--- src/rtl/tpu_host_ctrl.sv ---
// Host-side initiator for the TPU: loads the A/B buffers from a word stream, starts the TPU and streams C back out.
// Optional busy-phase watchdog with sticky timeout_err is enabled by defining TPU_HOST_TIMEOUT_EN.
module tpu_host_ctrl #(
   parameter int unsigned TIMEOUT_CYCLES = 65535
) (
   input  logic         clk,
   input  logic         rst_n,
   input  logic         cfg_valid,
   output logic         cfg_ready,
   input  logic [7:0]   cfg_K,
   input  logic [7:0]   cfg_M,
   input  logic [7:0]   cfg_N,
   input  logic         s_valid,
   output logic         s_ready,
   input  logic [31:0]  s_data,
   output logic         m_valid,
   input  logic         m_ready,
   output logic [127:0] m_data,
   output logic         m_last,
   output logic         done,
`ifdef TPU_HOST_TIMEOUT_EN
   output logic         timeout_err,
`endif
   output logic         tpu_in_valid,
   output logic [7:0]   tpu_K,
   output logic [7:0]   tpu_M,
   output logic [7:0]   tpu_N,
   input  logic         tpu_busy,
   output logic         A_wr_en,
   output logic [15:0]  A_index,
   output logic [31:0]  A_data_in,
   input  logic [31:0]  A_data_out,
   output logic         B_wr_en,
   output logic [15:0]  B_index,
   output logic [31:0]  B_data_in,
   input  logic [31:0]  B_data_out,
   output logic         C_wr_en,
   output logic [15:0]  C_index,
   output logic [127:0] C_data_in,
   input  logic [127:0] C_data_out
);

   typedef enum logic [3:0] {
      IDLE, LOAD_A, LOAD_B, START, WAIT_HI, WAIT_LO, C_REQ, C_WAIT, C_OUT, FINISH
   } state_t;

   state_t         state_q, state_d;
   logic [7:0]     k_q, k_d, m_q, m_d, n_q, n_d;
   logic [15:0]    na_q, na_d, nbw_q, nbw_d, nc_q, nc_d;
   logic [15:0]    a_idx_q, a_idx_d, b_idx_q, b_idx_d, c_idx_q, c_idx_d;
   logic [127:0]   m_data_q, m_data_d;
   logic           m_valid_q, m_valid_d, done_q, done_d;
   logic [6:0]     mb, nb;
   logic [15:0]    na_calc, nbw_calc, nc_calc;
   logic           tmo_hit, tmo_fire;
   logic           unused_in;

   // Block counts round partial 4-element groups up to a whole word.
   assign mb       = 7'(({1'b0, cfg_M} + 9'd3) >> 2);
   assign nb       = 7'(({1'b0, cfg_N} + 9'd3) >> 2);
   assign na_calc  = {8'd0, cfg_K} * {9'd0, mb};
   assign nbw_calc = {8'd0, cfg_K} * {9'd0, nb};
   assign nc_calc  = {8'd0, cfg_M} * {9'd0, nb};

   assign tpu_K     = k_q;
   assign tpu_M     = m_q;
   assign tpu_N     = n_q;
   assign A_index   = a_idx_q;
   assign B_index   = b_idx_q;
   assign C_index   = c_idx_q;
   assign C_wr_en   = 1'b0;
   assign C_data_in = '0;
   assign m_data    = m_data_q;
   assign m_valid   = m_valid_q;
   assign m_last    = m_valid_q && (c_idx_q == nc_q - 16'd1);
   assign done      = done_q;
   assign unused_in = ^{A_data_out, B_data_out};

`ifdef TPU_HOST_TIMEOUT_EN
   localparam logic [15:0] TMO_LAST = 16'(TIMEOUT_CYCLES - 1);
   logic [15:0] tmo_cnt_q, tmo_cnt_d;
   logic        tmo_err_q, tmo_err_d;

   assign tmo_hit     = (tmo_cnt_q == TMO_LAST);
   assign timeout_err = tmo_err_q;

   // Counter restarts on every state change, so each busy phase gets its own budget.
   always_comb begin
      tmo_cnt_d = tmo_cnt_q;
      if (state_d != state_q)
         tmo_cnt_d = '0;
      else if (state_q == WAIT_HI || state_q == WAIT_LO)
         tmo_cnt_d = tmo_cnt_q + 16'd1;
      tmo_err_d = tmo_err_q;
      if (cfg_valid && cfg_ready) tmo_err_d = 1'b0;
      if (tmo_fire)               tmo_err_d = 1'b1;
   end

   always_ff @(posedge clk or negedge rst_n) begin
      if (!rst_n) begin
         tmo_cnt_q <= '0;
         tmo_err_q <= 1'b0;
      end else begin
         tmo_cnt_q <= tmo_cnt_d;
         tmo_err_q <= tmo_err_d;
      end
   end
`else
   logic unused_tmo;
   assign tmo_hit    = 1'b0;
   assign unused_tmo = tmo_fire ^ (TIMEOUT_CYCLES == 0);
`endif

   always_comb begin
      state_d      = state_q;
      k_d          = k_q;
      m_d          = m_q;
      n_d          = n_q;
      na_d         = na_q;
      nbw_d        = nbw_q;
      nc_d         = nc_q;
      a_idx_d      = a_idx_q;
      b_idx_d      = b_idx_q;
      c_idx_d      = c_idx_q;
      m_data_d     = m_data_q;
      m_valid_d    = m_valid_q;
      done_d       = 1'b0;
      tmo_fire     = 1'b0;
      cfg_ready    = (state_q == IDLE);
      s_ready      = (state_q == LOAD_A) || (state_q == LOAD_B);
      tpu_in_valid = 1'b0;
      A_wr_en      = 1'b0;
      A_data_in    = '0;
      B_wr_en      = 1'b0;
      B_data_in    = '0;
      case (state_q)
         IDLE: begin
            if (cfg_valid) begin
               k_d     = cfg_K;
               m_d     = cfg_M;
               n_d     = cfg_N;
               na_d    = na_calc;
               nbw_d   = nbw_calc;
               nc_d    = nc_calc;
               a_idx_d = '0;
               b_idx_d = '0;
               c_idx_d = '0;
               state_d = (cfg_K == 8'd0 || cfg_M == 8'd0 || cfg_N == 8'd0) ? FINISH : LOAD_A;
            end
         end
         LOAD_A: begin
            if (s_valid) begin
               A_wr_en   = 1'b1;
               A_data_in = s_data;
               if (a_idx_q == na_q - 16'd1) state_d = LOAD_B;
               else                         a_idx_d = a_idx_q + 16'd1;
            end
         end
         LOAD_B: begin
            if (s_valid) begin
               B_wr_en   = 1'b1;
               B_data_in = s_data;
               if (b_idx_q == nbw_q - 16'd1) state_d = START;
               else                          b_idx_d = b_idx_q + 16'd1;
            end
         end
         START: begin
            tpu_in_valid = 1'b1;
            state_d      = WAIT_HI;
         end
         WAIT_HI: begin
            if (tpu_busy) state_d = WAIT_LO;
            else if (tmo_hit) begin
               state_d  = FINISH;
               tmo_fire = 1'b1;
            end
         end
         WAIT_LO: begin
            if (!tpu_busy) begin
               c_idx_d = '0;
               state_d = C_REQ;
            end else if (tmo_hit) begin
               state_d  = FINISH;
               tmo_fire = 1'b1;
            end
         end
         C_REQ:  state_d = C_WAIT;
         // C_data_out reflects C_index one cycle after it was driven in C_REQ.
         C_WAIT: begin
            m_data_d  = C_data_out;
            m_valid_d = 1'b1;
            state_d   = C_OUT;
         end
         C_OUT: begin
            if (m_ready) begin
               m_valid_d = 1'b0;
               if (c_idx_q == nc_q - 16'd1) state_d = FINISH;
               else begin
                  c_idx_d = c_idx_q + 16'd1;
                  state_d = C_REQ;
               end
            end
         end
         FINISH: begin
            done_d  = 1'b1;
            state_d = IDLE;
         end
         default: state_d = IDLE;
      endcase
   end

   always_ff @(posedge clk or negedge rst_n) begin
      if (!rst_n) begin
         state_q   <= IDLE;
         k_q       <= '0;
         m_q       <= '0;
         n_q       <= '0;
         na_q      <= '0;
         nbw_q     <= '0;
         nc_q      <= '0;
         a_idx_q   <= '0;
         b_idx_q   <= '0;
         c_idx_q   <= '0;
         m_data_q  <= '0;
         m_valid_q <= 1'b0;
         done_q    <= 1'b0;
      end else begin
         state_q   <= state_d;
         k_q       <= k_d;
         m_q       <= m_d;
         n_q       <= n_d;
         na_q      <= na_d;
         nbw_q     <= nbw_d;
         nc_q      <= nc_d;
         a_idx_q   <= a_idx_d;
         b_idx_q   <= b_idx_d;
         c_idx_q   <= c_idx_d;
         m_data_q  <= m_data_d;
         m_valid_q <= m_valid_d;
         done_q    <= done_d;
      end
   end

endmodule
--- config.mk ---
export PLATFORM = sky130hd
export DESIGN_NAME = tpu_host_ctrl
export DESIGN_NICKNAME = d
export VERILOG_FILES = /design/src/rtl/tpu_host_ctrl.sv
export SDC_FILE = /design/constraint.sdc
export NUM_CORES = 1
export LEC_CHECK = 0
export BUFFER_PORTS_ARGS = -buffer_cell sky130_fd_sc_hd__buf_2
export CAP_MARGIN = 20
export CORE_AREA = 2 2 258 260
export DETAILED_ROUTE_END_ITERATION = 7
export DIE_AREA = 0 0 260 262
export PLACE_DENSITY_LB_ADDON = 0.2
export SKIP_CTS_REPAIR_TIMING = 1
export SLEW_MARGIN = 20
export SYNTH_ARGS = -nofsm -noshare
export SYNTH_HDL_FRONTEND = slang
export SYNTH_SLANG_ARGS = --single-unit
--- constraint.sdc ---
create_clock -name clk -period 4.5 [get_ports clk]
set_clock_uncertainty 0.15 [all_clocks]
set_input_delay 0.9 -clock clk [delete_from_list [all_inputs] [get_ports clk]]
set_output_delay 0.9 -clock clk [all_outputs]
set_load 0.01 [all_outputs]
### Yosys cells after proc, flatten, opt, wreduce, memory -nomap -nowiden

Index checks and enable logic that the tools add are counted.

| cells by class | value |
|---|---|
| $add $sub $neg | 8 |
| multiply operators | 3 |
| div/mod/pow operators | 0 |
| order comparisons | 0 |
| equal/unequal tests | 23 |
| shift-type cells | 0 |
| mux-type cells | 32 |
| bitwise operators | 0 |
| reductions and logical operators | 18 |

Operator list:

| operator | count |
|---|---|
| two-way mux 16 bit | 8 |
| two-way mux 32 bit | 3 |
| case mux 16 bit (2 select lines) | 2 |
| adder 16 x 1 -> 16 bit, second input constant | 3 |
| == test 16 bit | 3 |
| case mux 16 bit (3 select lines) | 1 |
| subtractor 15 x 1 -> 16 bit, second input constant | 3 |
| multiplier 8 x 7 -> 15 bit | 3 |
| two-way mux 4 bit | 10 |
| case mux 4 bit (9 select lines) | 1 |
| logical NOT 8 bit | 3 |
| adder 8 x 2 -> 9 bit, second input constant | 2 |
| != test 2 bit, second input constant | 9 |
| == test 4 x 3 -> 1 bit, second input constant | 4 |
| == test 4 x 2 -> 1 bit, second input constant | 2 |
| == test 4 bit, second input constant | 2 |
| AND reduction 4 bit | 2 |
| AND reduction 8 bit | 1 |
| two-way mux 1 bit | 6 |
| nonzero test 2 bit | 3 |
| AND reduction 5 bit | 1 |
| == test 4 x 1 -> 1 bit, second input constant | 1 |
| logical NOT 4 bit | 1 |
| != test 2 x 1 -> 1 bit, second input constant | 2 |
| other kinds (5) | 8 |

| storage, ports and cells | value |
|---|---|
| bits in registers | 251 |
| latch bits | 0 |
| RAM bits | 0 |
| bits in read-only memories | 0 |
| input port bits | 254 |
| word-level logic and storage cells | 97 |
| memories | 0 |

### Logic depth before layout (Yosys ltp)

Gate-level depths: netlist (run 1).

| logic depth | value |
|---|---|
| depth after elaboration | 6 |
| depth in mapped cells | 24 |
| gate-level depth less buffers | 23 |

### Worst setup path after synthesis (run 1)

No wires, ideal clock.

| timing path | value |
|---|---|
| path kind | input-to-reg |
| from | input port cfg_N[0] |
| to | register nbw_q[12] |
| setup time | 133 ps |
| arrival | 5802 ps |
| data required time | 4217 ps |
| slack | -1585 ps |
| cell stages on the path | 23 |
| buffers on the path | 1 |
| cell sequence | nor2_1 -> nor2b_1 -> nand3_1 -> nor2_1 -> nand2_1 -> xnor2_1 -> clkbuf_1 -> nand2_1 -> fa_1 -> fa_1 -> inv_1 -> fa_1 -> inv_1 -> fa_1 -> inv_1 -> ha_1 -> nor2b_1 -> o21a_1 -> o311ai_0 -> nand2_1 -> nor2_1 -> xor2_1 -> o21ai_0 |

| on the way | value |
|---|---|
| cells in the longest elaborated chain, start to end | 2 |

RTL lines:

| element | RTL line | text |
|---|---|---|
| start: declaration | 12 | `input logic [7:0] cfg_N,` |
| adder 8 x 2 -> 9 bit | 60 | `assign nb = 7'(({1'b0, cfg_N} + 9'd3) >> 2);` |
| multiplier 8 x 7 -> 15 bit | 62 | `assign nbw_calc = {8'd0, cfg_K} * {9'd0, nb};` |
| end signal: assignment | 233 | `nbw_q <= nbw_d;` |
| end: declaration | 49 | `logic [15:0] na_q, na_d, nbw_q, nbw_d, nc_q, nc_d;` |

Every way passes these cells.
A chain may end at the register's enable or synchronous reset.

### Final worst setup path (run 1)

| timing path | value |
|---|---|
| from | input port cfg_N[0] |
| to | register nc_q[14] |

| on the way | value |
|---|---|
| cells in the longest elaborated chain, start to end | 2 |

RTL lines:

| element | RTL line | text |
|---|---|---|
| adder 8 x 2 -> 9 bit | 60 |  |
| multiplier 8 x 7 -> 15 bit | 63 | `assign nc_calc = {8'd0, cfg_M} * {9'd0, nb};` |
| end signal: assignment | 234 | `nc_q <= nc_d;` |
| end: declaration | 49 |  |

Every way passes these cells.

==> Implementation_results.wiki, run 1 <==
{| class="wikitable"
! Metric !! Value
|-
| Met2 routing resource usage after global routing || between 30% and 40%
|-
| Leading cell types by total area after synthesis || sky130_fd_sc_hd__dfrtp_1, sky130_fd_sc_hd__fa_1, sky130_fd_sc_hd__mux2_2, sky130_fd_sc_hd__ha_1, sky130_fd_sc_hd__buf_4
|-
| Relative slew slack || 41.2%
|-
| H-Tree Level Count || 2
|-
| Final weighted congestion in routability-driven placement || about 0.87
|-
| Main flop type after synthesis || sky130_fd_sc_hd__dfrtp_1
|-
| Critical path peak fanout || 6
|-
| Startpoint kind of the worst setup timing path || input pin
|-
| Net count, final || slightly below 3000
|-
| Placeable Area || about 0.065 mm2
|-
| Count leader, synth || sky130_fd_sc_hd__dfrtp_1
|-
| Initial antenna violation count || 16
|-
| Clock insertion delay at the later pin of the skew report || 570 ps
|-
| Endpoint type of the worst setup path || flop
|-
| Wire per inst || about 20 um
|-
| Register bit total from synthesis || around 250
|-
| Met1 usage in global routing || between 20% and 30%
|-
| Max-capacitance violation count || 0
|-
| Top cell types by occurrence after synthesis || sky130_fd_sc_hd__dfrtp_1, sky130_fd_sc_hd__nand2_1, sky130_fd_sc_hd__mux2_2
|-
| Pin count of the biggest net entering global routing || roughly 80
|-
| Cell at the root of the clock tree || sky130_fd_sc_hd__clkbuf_16
|-
| Count of cell types in the netlist || just over 70
|-
| Final worst slack || -580 ps
|-
| Pwr Density || 572 mW/mm2
|-
| Number of warning messages in the yosys log || 0
|-
| Global-route wire length before repair || between 90 and 100 mm
|-
| Total die area || ~0.068 mm2
|-
| Data arrival time at the worst-slack endpoint || between 5000 and 6000 ps
|-
| Number of DRC violations after detailed routing || 0
|-
| Gate Count Post-Synth || between 1500 and 2000
|-
| Number of nets with antenna violations after routing || 0
|-
| Final count of pins violating max slew || 0
|-
| DRT iter0 DRCs || 663
|-
| Overflow after GRT || 0
|-
| Standard cell area after detailed placement || 0.0228 mm2
|-
| Starting Density || 28.7%
|-
| Worst Hold Margin || around 140 ps
|-
| Async set-reset flop share out of synthesis || 100%
|-
| Fraction of the yosys area taken by sequential cells || between 30% and 40%
|-
| Largest stage delay on the critical path || around 530 ps
|-
| Classification of the worst-slack hold path || input pin to async pin
|-
| Worst voltage drop across the vdd grid || about 0.00033 V
|-
| Netlist area before placement || around 0.019 mm2
|-
| Sum of net half-perimeters after detailed placement || roughly 56 mm
|-
| Number of enable-type register cells in the synthesized netlist || 0
|-
| Die H || 262 um
|-
| Number of standard-cell rows in the floorplan || 94
|-
| Violated checks || setup timing
|-
| Total number of vias || between 15000 and 20000
|-
| Total routed wirelength || slightly below 70 mm
|-
| Vias in the first global route || ~15000
|-
| Max Clk Rate || a little under 200 MHz
|-
| Combined area of the multi-input logic cells || approximately 0.012 mm2
|-
| Least-Margin Pin Slew || 883 ps
|-
| Footprint of the flip-flops and latches || 0.00628 mm2
|-
| Classification of the worst setup path || input pin to flop
|-
| TritonCTS clock tree || done
|-
| Peak-usage layer in the global routing report || met2
|-
| Die Wd || 260 um
|-
| Critical Path, Cell by Cell || buf_8 -> nor2_4 -> nor2b_4 -> buf_6 -> nand2_2 -> xor2_2 -> buf_12 -> nor2b_1 -> fa_1 -> inv_2 -> fa_1 -> inv_1 -> fa_1 -> inv_2 -> fa_1 -> inv_2 -> ha_4 -> nor2b_4 -> o21a_1 -> o22ai_2 -> o21ai_2 -> o41ai_2 -> xnor2_1 -> o21ai_1
|-
| Number of buffers created by CTS || 34
|-
| Count of input and output buffers || ~460
|-
| Finish-stage setup viols || 21
|-
| Share of the synthesized area in the top cell type || about a third
|-
| Boundary pin count || ~660
|-
| Syn_area_per_cell || 9.61 um2
|-
| Final hold violation count || 0
|-
| Filler cell count in the final layout || about 6700
|-
| Crit path time final || between 5000 and 6000 ps
|-
| M3 GR Usage || roughly 3.8%
|-
| Leakage power total || 12.5 nW
|-
| Share of the clock period used by the worst path after layout || 113%
|-
| Leading area contributor after synthesis || sky130_fd_sc_hd__dfrtp_1
|-
| Via-to-Cell Ratio || 4.62
|-
| Fraction of final layout cells with drive strength greater than 1 || 37.4%
|-
| CP required || around 4800 ps
|-
| TritonCTS Sinks || roughly 250
|-
| DRT Pass-1 Iters || 5
|-
| Total global routing track utilization || approximately 19%
|-
| Maximum number of buffers from clock root to sink || 3
|-
| Library cell contributing the largest single delay on the critical path || sky130_fd_sc_hd__fa_1
|-
| Unrepaired setup endpoints after global routing || true
|-
| Outcome || finished, violations left
|-
| Cell area after layout || roughly 0.025 mm2
|-
| Area overhead of the layout relative to synthesis || 31.5%
|-
| Clock-pin slew reported for the worst setup and hold paths after clock tree synthesis || about 50 ps
|-
| Top cell by count, worst path || sky130_fd_sc_hd__fa_1
|}
==> sequential cells by signal (all words and copies together), names as in the netlist <==
name	count
m_data	128
B_index	16
m_valid	1
state_q	4
na_q	15
done	1
tpu_M	8
nbw_q	15
A_index	16
tpu_K	8
C_index	16
nc_q	15
tpu_N	8
==> report_power, final <==
group / switching, mW / internal, mW
Sequential: 0.766 / 3.17
Clock: 1.16 / 1.66
Combinational: 3.91 / 3.40
==> cells by family after synthesis <==
group,Yosys count,share of synthesized area [%]
compound gates,222,7.65
xor+xnor,115,5.47
fa+ha+maj,192,16.3
buf+inv,326,9.19
flops,251,33.6
mux,134,8.05
other cells,1,0.0201
simple gates,706,19.7
==> cells in the final DEF, fill, tap and decap left out, types with 7 or more instances in the layout <==
master and instances:
sky130_fd_sc_hd__or2_2 9, sky130_fd_sc_hd__o21ai_0 49, sky130_fd_sc_hd__or3_1 23, sky130_fd_sc_hd__o311ai_0 7, sky130_fd_sc_hd__xor2_1 56, sky130_fd_sc_hd__nor2b_2 8
sky130_fd_sc_hd__dfrtp_1 250, sky130_fd_sc_hd__conb_1 129, sky130_fd_sc_hd__o21ai_1 25, sky130_fd_sc_hd__nand3_1 29, sky130_fd_sc_hd__and2_1 57, sky130_fd_sc_hd__nand4_1 13
sky130_fd_sc_hd__nor2_1 64, sky130_fd_sc_hd__a31oi_1 7, sky130_fd_sc_hd__mux2_2 131, sky130_fd_sc_hd__nor2b_1 70, sky130_fd_sc_hd__o211ai_1 18, sky130_fd_sc_hd__inv_2 14
sky130_fd_sc_hd__fa_1 86, sky130_fd_sc_hd__buf_6 13, sky130_fd_sc_hd__ha_1 93, sky130_fd_sc_hd__a21oi_1 31, sky130_fd_sc_hd__clkbuf_16 35, sky130_fd_sc_hd__inv_1 91
sky130_fd_sc_hd__a21o_1 8, sky130_fd_sc_hd__clkinv_2 7, sky130_fd_sc_hd__or4_1 11, sky130_fd_sc_hd__ha_4 12, sky130_fd_sc_hd__nor4_1 17, sky130_fd_sc_hd__nand2b_1 13
sky130_fd_sc_hd__clkbuf_8 8, sky130_fd_sc_hd__buf_4 165, sky130_fd_sc_hd__buf_2 454, sky130_fd_sc_hd__o21a_1 10, sky130_fd_sc_hd__xnor2_1 47, sky130_fd_sc_hd__a21oi_2 7
sky130_fd_sc_hd__nor3_1 30, sky130_fd_sc_hd__and3_1 82, sky130_fd_sc_hd__nand2_2 8, sky130_fd_sc_hd__nand2_1 209
==> final cells by class <==
| cell class | instances | area share (%) |
|---|---|---|
| timing repair buffer | 640 | 15.5 |
| sequential | 251 | 25.5 |
| tap | 864 | 4.40 |
| antenna | 6 | 0.0611 |
| inverter | 105 | 1.60 |
| multi-input combinational | 1498 | 48.2 |
| clock inverter | 12 | 0.753 |
| clock buffer | 47 | 3.98 |
==> critical path, delay by kind of cell <==
family | cells | cell delay [ps]
AO/OA/AOI/OAI | 5 | 790
XOR/XNOR | 2 | 380
adder cells (fa/ha/maj) | 5 | 2250
buffers and inverters | 7 | 570
AND/OR/NAND/NOR | 5 | 440
==> worst paths after layout <==
kind                       startpoint          to  slack [ps]  cells after the start
max in group asynchronous       rst_n  m_data[16]        3140                      2
setup reg to reg             nbw_q[3]  C_index[0]         730                      9
min in group clk             tpu_N[6]    tpu_N[6]         330                      2
setup / recovery             cfg_N[0]    nc_q[14]        -580                     24
hold / removal                  rst_n    tpu_N[7]         140                      1
hold reg to reg              tpu_N[6]    tpu_N[6]         330                      2
==> layer usage <==
| layer | wire, um | vias up |
|---|---|---|
| met1 | 27200 | 7785 |
| met2 | 36000 | 429 |
| met4 | 1790 | 6 |
| met5 | 47 | - |
| met3 | 3840 | 80 |
| li1 | - | 7520 |
==> per-stage QoR <==
stage / total power, mW / setup WS (ps) / cells / utilization (%) / TNS (ps)
after floorplan: 8.07 / -931 / 2075 / - / -15400
after global placement: 10.8 / -1240 / 3340 / 35.0 / -24400
after detailed placement: 10.9 / -1270 / 3340 / 35.0 / -26200
after CTS: 13.8 / -688 / 3399 / 36.8 / -10050
after global routing: 15.1 / -750 / 3418 / 37.7 / -11380
final: 14.1 / -580 / 3423 / 37.7 / -7110
No activity file was read; power rests on OpenSTA's default activity.
==> run 2: changes to the inputs <==
--- a/config.mk
+++ b/config.mk
@@ -11,6 +11,7 @@
 export DETAILED_ROUTE_END_ITERATION = 7
 export DIE_AREA = 0 0 260 262
 export PLACE_DENSITY_LB_ADDON = 0.2
+export RECOVER_POWER = 50
 export SKIP_CTS_REPAIR_TIMING = 1
 export SLEW_MARGIN = 20
 export SYNTH_ARGS = -nofsm -noshare
==> run 2 against run 1 <==
The run ends with capacitance limit, slew limit, setup timing left. Routed wire length up 0.15%. Combinational power fell by 2%. Total power shrank 0.99%. Hold slack improved by 190 ps. Critical endpoint unchanged.
==> Implementation_results.wiki, run 2 (synthesis results as in run 1) <==
{| class="wikitable"
! Metric !! Value
|-
| Data arrival time at the worst-slack endpoint || 5340 ps (about the same)
|-
| Highest metal used || met5
|-
| Relative slew slack || -40.9% (-82 points)
|-
| Finish-stage setup viols || 21 (unchanged)
|-
| Footprint of the flip-flops and latches || 0.00628 mm2 (unchanged)
|-
| Length of routed met2 wiring || 36.1 mm (+0.23%)
|-
| Critical path peak fanout || 6 (unchanged)
|-
| Max-capacitance violation count || 2 (+2)
|-
| Maximum number of buffers from clock root to sink || 3 (unchanged)
|-
| Number of DRC violations after detailed routing || 0 (unchanged)
|-
| Combined area of the multi-input logic cells || 0.0118 mm2 (unchanged)
|-
| Leakage power total || 12.1 nW (-2.9%)
|-
| Violated checks || capacitance limit, slew limit, setup timing
|-
| Area overhead of the layout relative to synthesis || 30.4%
|-
| Clock-pin slew reported for the worst setup and hold paths after clock tree synthesis || 50 ps (about the same)
|-
| Total global routing track utilization || 19.4% (unchanged)
|-
| Final count of pins violating max slew || 154 (+154)
|-
| Unrepaired setup endpoints after global routing || true
|-
| H-Tree Level Count || 2 (unchanged)
|-
| Number of nets with antenna violations after routing || 0 (unchanged)
|-
| Commonest non-fill, non-tap cell in the layout || sky130_fd_sc_hd__buf_2
|-
| Total die area || 0.0681 mm2 (unchanged)
|-
| Top library cells by usage in the layout, fill and taps aside || sky130_fd_sc_hd__buf_2, sky130_fd_sc_hd__dfrtp_1, sky130_fd_sc_hd__nand2_1
|-
| Library cell contributing the largest single delay on the critical path || sky130_fd_sc_hd__fa_1
|-
| Wire per inst || 20.2 um (+0.18%)
|-
| Startpoint kind of the worst setup timing path || input pin
|-
| Die H || 262 um (unchanged)
|-
| TritonCTS clock tree || done
|-
| Placeable Area || 0.0653 mm2 (unchanged)
|-
| Number of standard-cell rows in the floorplan || 94 (unchanged)
|-
| Total number of vias || 15800 (+0.17%)
|-
| Least-Margin Pin Slew || 2110 ps (+1230 ps)
|-
| Initial antenna violation count || 16 (unchanged)
|-
| Top cell by count, worst path || sky130_fd_sc_hd__fa_1
|-
| Critical Path, Cell by Cell || buf_8 -> nor2_4 -> nor2b_4 -> buf_6 -> nand2_2 -> xor2_2 -> buf_12 -> nor2b_1 -> fa_1 -> inv_2 -> fa_1 -> inv_1 -> fa_1 -> inv_2 -> fa_1 -> inv_2 -> ha_4 -> nor2b_4 -> o21a_1 -> o22ai_2 -> o21ai_2 -> o41ai_2 -> xnor2_1 -> o21ai_1
|-
| Pin count of the biggest net entering global routing || 82 (unchanged)
|-
| DRT iter0 DRCs || 723 (+9.0%)
|-
| Boundary pin count || 655 (unchanged)
|-
| Metal-1 WL || 27.3 mm (+0.44%)
|-
| Outcome || finished, violations left
|-
| Share of the clock period used by the worst path after layout || 113% (about the same)
|-
| Final hold violation count || 0 (unchanged)
|-
| Endpoint type of the worst setup path || flop
|-
| CP required || 4760 ps (about the same)
|-
| Number of buffers created by CTS || 34 (unchanged)
|-
| Starting Density || 28.7% (unchanged)
|-
| Global-route wire length before repair || 99.5 mm (unchanged)
|-
| Placed cells || 3340 (unchanged)
|-
| Filler cell count in the final layout || 6766 (+1.1%)
|-
| Die Wd || 260 um (unchanged)
|-
| Cell at the root of the clock tree || sky130_fd_sc_hd__clkbuf_16
|-
| Total routed wirelength || 69.0 mm (+0.15%)
|-
| DRT Pass-1 Iters || 5 (unchanged)
|-
| Via-to-Cell Ratio || 4.63 (+0.20%)
|-
| Net count, final || 2976 (unchanged)
|-
| Worst voltage drop across the vdd grid || 0.000332 V (about the same)
|-
| Max Clk Rate || 197 MHz (about the same)
|-
| Vias in the first global route || 15400 (unchanged)
|-
| Overflow after GRT || 0 (unchanged)
|-
| Count of input and output buffers || 461 (unchanged)
|-
| Final cell count without fillers || 3422 (-0.029%)
|-
| Sum of net half-perimeters after detailed placement || 55.8 mm (unchanged)
|-
| Fraction of final layout cells with drive strength greater than 1 || 32.6% (-4.8 points)
|-
| Largest stage delay on the critical path || 530 ps (about the same)
|-
| Routed length on met3 || 3.74 mm (-2.6%)
|-
| Crit path time final || 5080 ps (-1.97 ps)
|-
| Classification of the worst setup path || input pin to flop
|-
| Total chip power || 13.9 mW (-0.99%)
|-
| Final worst slack || -578 ps (+1.97 ps)
|-
| Pwr Density || 571 mW/mm2 (-0.19%)
|-
| TritonCTS Sinks || 251 (unchanged)
|-
| Final weighted congestion in routability-driven placement || 0.872 (unchanged)
|-
| Clock insertion delay at the later pin of the skew report || 570 ps (about the same)
|-
| Classification of the worst-slack hold path || flop to flop
|-
| Max FFs per register || 128 (unchanged)
|}
run 2: cell types whose count changed in the layout (fill, tap and decap cells not counted), sizes merged:
cell and delta:
buf -126, clkbuf +126, diode -1
run 2: final cells by class:
class	count	share of cell area, %
clock buffer	47	4.02
antenna	5	0.0513
tap	864	4.43
timing repair buffer	640	14.8
clock inverter	12	0.759
multi-input combinational	1498	48.6
sequential	251	25.8
inverter	105	1.62
run 2: final timing paths:
kind	cells after the start	end	from	slack, ps
worst min-delay path	2	tpu_N[6]	tpu_N[6]	330
min in group asynchronous	1	tpu_N[5]	rst_n	750
worst max register to register	9	C_index[0]	nbw_q[3]	730
max in group asynchronous	2	m_data[16]	rst_n	590
worst max-delay path	24	nc_q[14]	cfg_N[0]	-580
worst min register to register	2	tpu_N[6]	tpu_N[6]	330
run 2: through the flow:
stage,worst slack (ps),hold WS (ps),TNS (ps),utilization [%],instance area [um2]
floorplan,-931,340,-15400,-,19500
global placement,-1240,303,-24400,35.0,22800
detailed placement,-1270,309,-26200,35.0,22800
CTS,-688,177,-10050,36.8,24000
global route,-750,348,-14220,37.4,24400
finish,-578,329,-7120,37.4,24400
run 2: critical path, delay by kind of cell:
kind | cells | cell delay (ps)
AOI/OAI and AO/OA | 5 | 790
buffers and inverters | 7 | 570
xor gates and xnor gates | 2 | 380
adders and majority gates | 5 | 2250
and+or+nand+nor | 5 | 440
run 2: layer usage:
metal / up-vias / track usage (%)
met2: 426 / 35.7
met4: 6 / 5.46
li1: 7518 / -
met3: 79 / 3.78
met1: 7818 / 22.8
met5: - / 0
run 2: power by group:
group          total (mW)  leakage (nW)  internal (mW)  switching [mW]
clock network        2.82         0.572           1.66            1.16
logic                7.16          8.42           3.25            3.91
registers            3.95          3.11           3.17           0.780
total                13.9          12.1           8.08            5.85
==> run 3: changes to the inputs <==
--- a/config.mk
+++ b/config.mk
@@ -5,13 +5,12 @@
 export SDC_FILE = /design/constraint.sdc
 export NUM_CORES = 1
 export LEC_CHECK = 0
-export BUFFER_PORTS_ARGS = -buffer_cell sky130_fd_sc_hd__buf_2
 export CAP_MARGIN = 20
-export CORE_AREA = 2 2 258 260
+export CORE_AREA = 2 2 255 257
 export DETAILED_ROUTE_END_ITERATION = 7
-export DIE_AREA = 0 0 260 262
+export DIE_AREA = 0 0 257 259
+export DONT_BUFFER_PORTS = 1
 export PLACE_DENSITY_LB_ADDON = 0.2
-export RECOVER_POWER = 50
 export SKIP_CTS_REPAIR_TIMING = 1
 export SLEW_MARGIN = 20
 export SYNTH_ARGS = -nofsm -noshare
==> run 3 against run 2 <==
The flow finishes with violations (hold timing, setup timing). Combinational power shrank 23%. Sequential share of layout area grew 3.2 points. Clock power shrank 6%. Sequential power grew 20%. Final cell count shrank 15%. Routed wire length shrank 4.6%. Via count shrank 11%. Total power shrank 7.3%. Clock-buffer cell count shrank 5.
==> Implementation_results.wiki, run 3 (synthesis results as in run 1) <==
{| class="wikitable"
! Metric !! Value
|-
| Max FFs per register || 128 (unchanged)
|-
| Initial antenna violation count || 26 (+10)
|-
| Unrepaired setup endpoints after global routing || true
|-
| Met2 routing resource usage after global routing || 35.0% (-0.67 points)
|-
| Vias in the first global route || 13800 (-11%)
|-
| Crit path time final || 4920 ps (-158 ps)
|-
| H-Tree Level Count || 1 (-1)
|-
| Pwr Density || 596 mW/mm2 (+4.4%)
|-
| Maximum number of buffers from clock root to sink || 3 (unchanged)
|-
| Critical path peak fanout || 11 (+5)
|-
| Top library cells by usage in the layout, fill and taps aside || sky130_fd_sc_hd__dfrtp_1, sky130_fd_sc_hd__nand2_1, sky130_fd_sc_hd__mux2_2
|-
| Clock insertion delay at the later pin of the skew report || 610 ps (+40 ps)
|-
| Number of nets with antenna violations after routing || 0 (unchanged)
|-
| Pin count of the biggest net entering global routing || 252 (+210%)
|-
| Fraction of final layout cells with drive strength greater than 1 || 20.9% (-12 points)
|-
| Leakage power total || 10.1 nW (-16%)
|-
| Die Wd || 257 um (-1.2%)
|-
| TritonCTS clock tree || done
|-
| Classification of the worst setup path || input pin to flop
|-
| TritonCTS Sinks || 251 (unchanged)
|-
| Startpoint kind of the worst setup timing path || input pin
|-
| Wire per inst || 22.7 um (+12%)
|-
| Total die area || 0.0666 mm2 (-2.3%)
|-
| DRT iter0 DRCs || 671 (-7.2%)
|-
| Peak-usage layer in the global routing report || met2
|-
| Final hold violation count || 251 (+251)
|-
| Classification of the worst-slack hold path || input pin to async pin
|-
| Worst voltage drop across the vdd grid || 0.000357 V (+7.4%)
|-
| Least-Margin Pin Slew || 974 ps (-1140 ps)
|-
| Max Clk Rate || 203 MHz (+3.2%)
|-
| Data arrival time at the worst-slack endpoint || 5240 ps (-100 ps)
|-
| Cell at the root of the clock tree || sky130_fd_sc_hd__clkbuf_16
|-
| Worst Hold Margin || -158 ps (-487 ps)
|-
| Finish-stage setup viols || 19 (-9.5%)
|-
| Final count of pins violating max slew || 0 (-100%)
|-
| Share of the clock period used by the worst path after layout || 109% (-3.5 points)
|-
| Overflow after GRT || 0 (unchanged)
|-
| Total chip power || 12.9 mW (-7.3%)
|-
| Sum of net half-perimeters after detailed placement || 52.3 mm (-6.2%)
|-
| Number of DRC violations after detailed routing || 0 (unchanged)
|-
| Net count, final || 2463 (-17%)
|-
| Total number of vias || 14100 (-11%)
|-
| Final cell count without fillers || 2903 (-15%)
|-
| DRT Pass-1 Iters || 5 (unchanged)
|-
| Total routed wirelength || 65.8 mm (-4.6%)
|-
| CP required || 4820 ps (+60 ps)
|-
| Area overhead of the layout relative to synthesis || 15.9%
|-
| Placeable Area || 0.0639 mm2 (-2.1%)
|-
| Count of input and output buffers || 0 (-100%)
|-
| Boundary pin count || 655 (unchanged)
|-
| Starting Density || 29.3% (+0.62 points)
|-
| Via-to-Cell Ratio || 4.86 (+5.0%)
|-
| Number of standard-cell rows in the floorplan || 93 (-1.1%)
|-
| Final worst slack || -420 ps (+158 ps)
|-
| Violated checks || hold timing, setup timing
|-
| Relative slew slack || 35.1% (+76 points)
|-
| Clock-pin slew reported for the worst setup and hold paths after clock tree synthesis || 60 ps (about the same)
|-
| Die H || 259 um (-1.1%)
|-
| Max-capacitance violation count || 0 (-2)
|-
| Global-route wire length before repair || 95.4 mm (-4.1%)
|-
| Placed cells || 2828 (-15%)
|-
| Total global routing track utilization || 19.0% (-0.40 points)
|-
| Number of buffers created by CTS || 31 (-8.8%)
|-
| Outcome || finished, violations left
|-
| Met1 usage in global routing || 21.7% (-1.0 points)
|-
| Commonest non-fill, non-tap cell in the layout || sky130_fd_sc_hd__dfrtp_1
|-
| Final weighted congestion in routability-driven placement || 0.913 (+4.7%)
|-
| Endpoint type of the worst setup path || flop
|-
| M3 GR Usage || 4.93% (+1.1 points)
|}
==> run 3: cell count changes in the layout (fill, tap and decap cells not counted), sizes merged <==
cell,delta
buf,-384
clkbuf,-131
clkinv,-3
bufinv,+2
clkinvlp,+2
diode,+2
inv,+2
==> run 3: area by class of cell <==
| cell class | instances | area [um2] |
|---|---|---|
| fill | 6551 | 42200 |
| tap | 855 | 1070 |
| inverter | 105 | 394 |
| clock buffer | 42 | 867 |
| multi-input combinational | 1498 | 11800 |
| clock inverter | 15 | 203 |
| sequential | 251 | 6280 |
| timing repair buffer | 130 | 1060 |
| antenna | 7 | 17.5 |
==> run 3: critical path, stage by stage <==
cell	delay (ps)
sky130_fd_sc_hd__o21a_4	210
sky130_fd_sc_hd__nand3_4	80
sky130_fd_sc_hd__nor2_4	60
sky130_fd_sc_hd__xor2_2	160
sky130_fd_sc_hd__buf_4	140
sky130_fd_sc_hd__and2_4	150
sky130_fd_sc_hd__fa_1	550
sky130_fd_sc_hd__fa_1	440
sky130_fd_sc_hd__fa_1	540
sky130_fd_sc_hd__inv_2	40
sky130_fd_sc_hd__fa_1	490
sky130_fd_sc_hd__inv_2	50
sky130_fd_sc_hd__ha_4	150
sky130_fd_sc_hd__or2_2	260
sky130_fd_sc_hd__o22a_1	200
sky130_fd_sc_hd__a41o_1	210
sky130_fd_sc_hd__o41a_1	390
sky130_fd_sc_hd__xnor2_1	140
sky130_fd_sc_hd__o21ai_1	70
==> run 3: final timing paths <==
check                      slack, ps     start  depth (start not counted)    endpoint
min reg2reg                      390   na_q[9]                          2     na_q[9]
max reg2reg                      560  nbw_q[0]                         11  B_index[6]
max in group asynchronous       3960     rst_n                          0  m_data[14]
min                             -160     rst_n                          0    nc_q[13]
max                             -420  cfg_M[0]                         19    na_q[14]
min in group clk                 220   m_ready                          1     m_valid
==> run 3: metrics by stage <==
step                hold WS (ps)  TNS [ps]  instance area (um2)  setup WS (ps)  utilization [%]
floorplan                    340    -15400                19500           -931                -
global placement             372    -21100                20200          -1090             31.6
detailed placement           384    -22220                20200          -1140             31.6
CTS                         -199     -5940                21300           -516             33.3
global route                -196     -9000                21700           -618             33.9
finish                      -158     -5110                21700           -420             33.9
==> run 3: power breakdown <==
group          switching [mW]  internal, mW  total [mW]  leakage (nW)
logic                    2.75          2.75        5.50          6.51
clock network            1.08          1.58        2.66         0.524
registers                1.59          3.17        4.75          3.11
total                    5.42          7.49        12.9          10.1
==> run 3: per-layer routing <==
layer	wire (um)	vias up
met4	1860	14
met2	33700	429
li1	-	6498
met1	26000	7058
met5	98	-
met3	4140	120
